<file path="src/rtl/bus_cmd_seq_pkg.sv">
// Shared definitions for the bus command sequencer.
// The FSM state encoding and the bus constants are kept here so that the
// sequencer and any sub-blocks use one encoding.
package bus_cmd_seq_pkg;

  typedef enum logic [2:0] {
    IDLE     = 3'd0,
    PRESS_DB = 3'd1,
    ISSUE    = 3'd2,
    WAIT_REL = 3'd3,
    REL_DB   = 3'd4
  } state_t;

  localparam logic [1:0] CS_IDLE  = 2'b00;
  localparam logic       RW_READ  = 1'b1;
  localparam logic       RW_WRITE = 1'b0;

endpackage

</file>
<file path="src/rtl/bus_cmd_seq_sync.sv">
// Two-flop synchroniser for the asynchronous push-button.
// Ports:
//   Clk   - system clock, rising edge
//   Reset - asynchronous active-low reset, clears both flops
//   din   - raw asynchronous input
//   dout  - synchronised level, two cycles behind din
module bus_cmd_seq_sync (
  input  logic Clk,
  input  logic Reset,
  input  logic din,
  output logic dout
);

  logic meta;

  always_ff @(posedge Clk or negedge Reset) begin
    if (!Reset) begin
      meta <= 1'b0;
      dout <= 1'b0;
    end else begin
      meta <= din;
      dout <= meta;
    end
  end

endmodule

</file>
<file path="src/rtl/bus_cmd_seq.sv">
// Bus command sequencer: turns a bouncy push-button plus slide switches into
// single-shot bus transactions. The button is synchronised, debounced on both
// press and release, and each accepted press snapshots the switches and drives
// CS for STROBE_LEN cycles. Exactly one transaction per press, no auto-repeat.
// Ports:
//   Clk, Reset                      - clock, async active-low reset
//   SW_Address/SW_RW/SW_CS/SW_AB    - switch settings, sampled on ISSUE entry
//   Btn                             - raw asynchronous push-button (active high)
//   Address/RW/CS/AB                - registered bus transaction outputs
//   Busy                            - high whenever the FSM is not IDLE
//   TxnCount                        - transactions issued since reset (wraps)
module bus_cmd_seq
  import bus_cmd_seq_pkg::*;
#(
  parameter int SIZE            = 5,
  parameter int DEBOUNCE_CYCLES = 50000,
  parameter int STROBE_LEN      = 1,
  parameter int CNTW            = 8
) (
  input  logic            Clk,
  input  logic            Reset,
  input  logic [SIZE-1:0] SW_Address,
  input  logic            SW_RW,
  input  logic [1:0]      SW_CS,
  input  logic            SW_AB,
  input  logic            Btn,
  output logic [SIZE-1:0] Address,
  output logic            RW,
  output logic [1:0]      CS,
  output logic            AB,
  output logic            Busy,
  output logic [CNTW-1:0] TxnCount
);

  localparam int DBW = $clog2(DEBOUNCE_CYCLES) + 1;
  localparam int STW = $clog2(STROBE_LEN) + 1;
  localparam logic [DBW-1:0] DB_LAST = DBW'(DEBOUNCE_CYCLES - 1);
  localparam logic [DBW-1:0] DB_MAX  = '1;
  localparam logic [STW-1:0] ST_LAST = STW'(STROBE_LEN - 1);

  logic           btn_s;
  state_t         state, state_n;
  logic [DBW-1:0] db_cnt, db_cnt_n;
  logic [STW-1:0] st_cnt, st_cnt_n;
  logic           capture, strobe_done;

  bus_cmd_seq_sync u_sync (
    .Clk  (Clk),
    .Reset(Reset),
    .din  (Btn),
    .dout (btn_s)
  );

  always_ff @(posedge Clk or negedge Reset) begin
    if (!Reset) begin
      state  <= IDLE;
      db_cnt <= '0;
      st_cnt <= '0;
    end else begin
      state  <= state_n;
      db_cnt <= db_cnt_n;
      st_cnt <= st_cnt_n;
    end
  end

  // capture fires on the transition into ISSUE so the switch snapshot and CS
  // become visible in the first ISSUE cycle.
  always_comb begin
    state_n     = state;
    db_cnt_n    = db_cnt;
    st_cnt_n    = st_cnt;
    capture     = 1'b0;
    strobe_done = 1'b0;
    case (state)
      IDLE: begin
        if (btn_s) begin
          db_cnt_n = '0;
          state_n  = PRESS_DB;
        end
      end
      PRESS_DB: begin
        if (!btn_s) begin
          state_n = IDLE;
        end else if (db_cnt == DB_LAST) begin
          state_n  = ISSUE;
          capture  = 1'b1;
          st_cnt_n = '0;
        end else if (db_cnt != DB_MAX) begin
          db_cnt_n = db_cnt + 1'b1;
        end
      end
      ISSUE: begin
        if (st_cnt == ST_LAST) begin
          strobe_done = 1'b1;
          state_n     = WAIT_REL;
        end else begin
          st_cnt_n = st_cnt + 1'b1;
        end
      end
      WAIT_REL: begin
        if (!btn_s) begin
          db_cnt_n = '0;
          state_n  = REL_DB;
        end
      end
      REL_DB: begin
        if (btn_s) begin
          state_n = WAIT_REL;
        end else if (db_cnt == DB_LAST) begin
          state_n = IDLE;
        end else if (db_cnt != DB_MAX) begin
          db_cnt_n = db_cnt + 1'b1;
        end
      end
      default: state_n = IDLE;
    endcase
  end

  // Bus outputs only change on capture and at the end of the strobe, so
  // switch movement outside ISSUE entry never reaches the bus.
  always_ff @(posedge Clk or negedge Reset) begin
    if (!Reset) begin
      Address  <= '0;
      RW       <= RW_READ;
      CS       <= CS_IDLE;
      AB       <= 1'b0;
      TxnCount <= '0;
    end else begin
      if (capture) begin
        Address <= SW_Address;
        RW      <= SW_RW;
        AB      <= SW_AB;
        CS      <= SW_CS;
      end
      if (strobe_done) begin
        CS       <= CS_IDLE;
        TxnCount <= TxnCount + 1'b1;
      end
    end
  end

  assign Busy = (state != IDLE);

endmodule

</file>
<file path="config.mk">
export PLATFORM = sky130hd
export DESIGN_NAME = bus_cmd_seq
export DESIGN_NICKNAME = d
export VERILOG_FILES = /design/src/rtl/bus_cmd_seq_pkg.sv /design/src/rtl/bus_cmd_seq_sync.sv /design/src/rtl/bus_cmd_seq.sv
export SDC_FILE = /design/constraint.sdc
export NUM_CORES = 1
export LEC_CHECK = 0
export CORE_UTILIZATION = 40
export CTS_CLUSTER_SIZE = 16
export DETAILED_ROUTE_END_ITERATION = 10
export GPL_TIMING_DRIVEN = 0
export HOLD_SLACK_MARGIN = 0.1
export PLACE_DENSITY = 0.71
export SLEW_MARGIN = 20
export SYNTH_ARGS = -nofsm -noshare
export SYNTH_HDL_FRONTEND = slang
export SYNTH_SLANG_ARGS = --single-unit
</file>
<file path="constraint.sdc">
create_clock -name Clk -period 2.5 [get_ports Clk]
set_input_delay 0.25 -clock Clk [delete_from_list [all_inputs] [get_ports Clk]]
set_output_delay 0.25 -clock Clk [all_outputs]
set_load 0.005 [all_outputs]
</file>
==> metrics.cfg <==
[power]
clkPwrFrac=0.403
p_total_uw=1380
power_frac_comb=0.104
power.density_nw_per_um2=533
seqPwrFrac=0.493
peakVddDrop_mv=0.313
switchingPower_uw=324
power.leakage_uw=0.00113
p_int_uw=1050
netSwitchingFraction=0.235

[logic_synthesis]
synth_edf_count=0
syn_nets=204
syn_area_sq_um=1970
synth_common_cells=38 x dfrtp_1, 23 x o21ai_0, 18 x nand2_1
yosysMostFrequentCell=dfrtp_1
ys_warn_count=0
synth-async-reset-ratio=1.00
ys_types=47
postSynthCellCount=189
syn_avg_cell_area_sq_um=10.4
synth_seq_cells=39
ys_top_cells_by_area=dfrtp_1 48%, o21ai_0 5.8%, mux2_2 5.1%
synth_top_cell_by_area=dfrtp_1
yosys.area.top_type_share=0.483
synth_seq_area_share=0.496
ys.flop_type=dfrtp_1

[worst_setup_path]
cp.depth=11
crit_path_end_kind=flip-flop
critical_path_arrival_ns=2.60
critPathKind=reg2reg
critPathMaxFanout=5
slowest_stage=dfrtp_1
slowest_delay_ns=0.41
path_buf_inv=1
crit_path_end=db_cnt[0]$_DFFE_PN0P_
crit_start=db_cnt[10]$_DFFE_PN0P_
cp_top_family=simple AND/OR/NAND/NOR gates
reg2reg_to=db_cnt[0]$_DFFE_PN0P_
reg2reg_from=db_cnt[10]$_DFFE_PN0P_
required_ns=2.68
cp_cell_sequence=and4_2 > and3_2 > nand2_1 > nor2_2 > ha_2 > a21oi_2 > a21oi_1 > a2bb2oi_2 > buf_4 > a41o_2 > mux2_2
reg2reg_slack_ns=0.09
r2r_cells=11
start_kind=flip-flop

[sta]
tightestPinTransition_ns=0.694
period_share=0.966
hold_violations=0
drv_slew=0
rsz0062_at_grt=false
setup_viol=0
skew_ns=0.00604
fmax_mhz=414
relSlewSlack=0.534
min_period_ns=2.41
setup_ws_ns=0.0854

[detailed_routing]
drc=0
vias=1643
totalWireLength_um=4250
vias_per_cell=5.40
drt.antenna.violating_nets=0
dr.pass1.iters=4
wire_per_inst_um=14.0
dr.first_iter.drc_count=102

[worst_hold_path]
hold_class=in2async

[finish]
area_growth_pct=31.0
nNetsFinal=251
fin_util=0.547
drive_gt1_frac=0.236
antenna_cells=0
postLayoutCellArea_sq_um=2580
fill_cells=424
instances_no_fill=304

[placement]
post-place-ws_ns=-0.333
place_area_sq_um=2360
place_inst=286
gp_congestion=0.851
detailed_place_hpwl_um=2780
port_buffers=29

[global_routing]
grt_first_pass_wirelength_um=6980
grtUsageTotal=0.173
grt_antenna_before_repair=0
grt_use_met2=0.268
grt_pass1_vias=1592
grt_start_max_net_pins=31
grt.met3_usage=0.0528
grt_busiest_layer=met2
grt-ovfl-total=0
use_met1=0.220

[clock_network]
tritoncts=done
clockRootBuffer=clkbuf_8
cts_sinks=39
clk_pin_slew_ns=0.08
htreeDepth=2
clk_path_buf_depth=2
cts_buffers=5
insertion_delay_ns=0.30

[floorplan]
io_pins=30
start_util=0.417
rows=25
die_x_um=72.2
dieArea_sq_um=5210
fp.dieH_um=72.2
core_sq_um=4720

[job]
cap_viol_max_count=0

[run_status]
status=finished, final reports clean

[cell usage in the layout, fill, tap and decap left out, drive strengths merged, types with 2 or more instances in the layout]
cell,instances
xnor2,4
o41ai,2
nand2,18
dfrtp,38
clkdlybuf4s50,28
nand3,13
and4b,2
mux2,9
ha,3
o21ai,23
nor2,13
and3,2
a21oi,7
buf,16
xor2,4
a22o,4
a31oi,4
mux2i,2
nand4,5
inv,6
clkbuf,7
nor3,5
nor3b,2
o31ai,2
[power by group through the flow]
stage / clock [uW] / combinational [uW] / sequential [uW]
floorplan: 0 / 71.3 / 686
global placement: 0 / 132 / 688
detailed placement: 0 / 138 / 690
CTS: 569 / 143 / 677
global route: 588 / 159 / 683
finish: 555 / 143 / 679
[final cells by class]
class | instances | area, sq um | share of cell area
Timing Repair Buffer | 40 | 383 | 0.148
Multi-Input combinational cell | 138 | 953 | 0.369
Inverter | 6 | 22.5 | 0.00872
Tap cell | 67 | 83.8 | 0.0325
Clock buffer | 6 | 82.6 | 0.0320
Clock inverter | 2 | 35.0 | 0.0136
Sequential cell | 39 | 978 | 0.379
Buffer | 6 | 43.8 | 0.0170
[state kept, by name, indices dropped and copies added (netlist names)]
name         flops
AB               1
Address          5
CS               2
RW               1
TxnCount         8
db_cnt          17
state            3
u_sync.dout      1
u_sync.meta      1
[repair_timing]
item | 4_1_cts | 5_1_grt
pin swaps | 1 | 0
endpoints found under the hold margin | 15 | 0
buffers inserted | 4 | 5
gates resized for setup | 2 | 7
setup endpoints to repair | 17 | 15
hold buffers | 1 | 0
[kinds of logic (layout without fill, tap and decap cells)]
group / Yosys count / after routing / share of synthesized area
adder cells (fa/ha/maj): 3 / 3 / 0.0190
flip-flops: 39 / 39 / 0.496
AO/OA/AOI/OAI: 49 / 49 / 0.159
multiplexers: 11 / 11 / 0.0616
XOR/XNOR: 8 / 8 / 0.0356
AND/OR/NAND/NOR: 67 / 67 / 0.196
buffers and inverters: 12 / 60 / 0.0324
[worst min path at each step]
stage                             endpoint  slack, ns  depth (start not counted)
floorplan                   AB$_DFFE_PN0P_      -0.05                          0
CTS                 db_cnt[15]$_DFFE_PN0P_       0.34                          2
finish              db_cnt[15]$_DFFE_PN0P_       0.34                          2
global route        db_cnt[15]$_DFFE_PN0P_       0.36                          2
detailed placement  db_cnt[15]$_DFFE_PN0P_       0.13                          1
global placement     u_sync.dout$_DFF_PN0_       0.33                          0
[metrics by stage]
stage	setup TNS, ns	hold WS, ns
global placement	-2.62	0.333
detailed placement	-3.53	0.134
finish	0	0.343
floorplan	0	-0.0456
global route	0	0.360
CTS	0	0.343
[metal layers]
layer,vias up,share of wire
met1,797,0.46
met5,-,0
met4,0,0.019
li1,788,-
met3,9,0.056
met2,49,0.47
No activity file was read; power rests on OpenSTA's default activity.
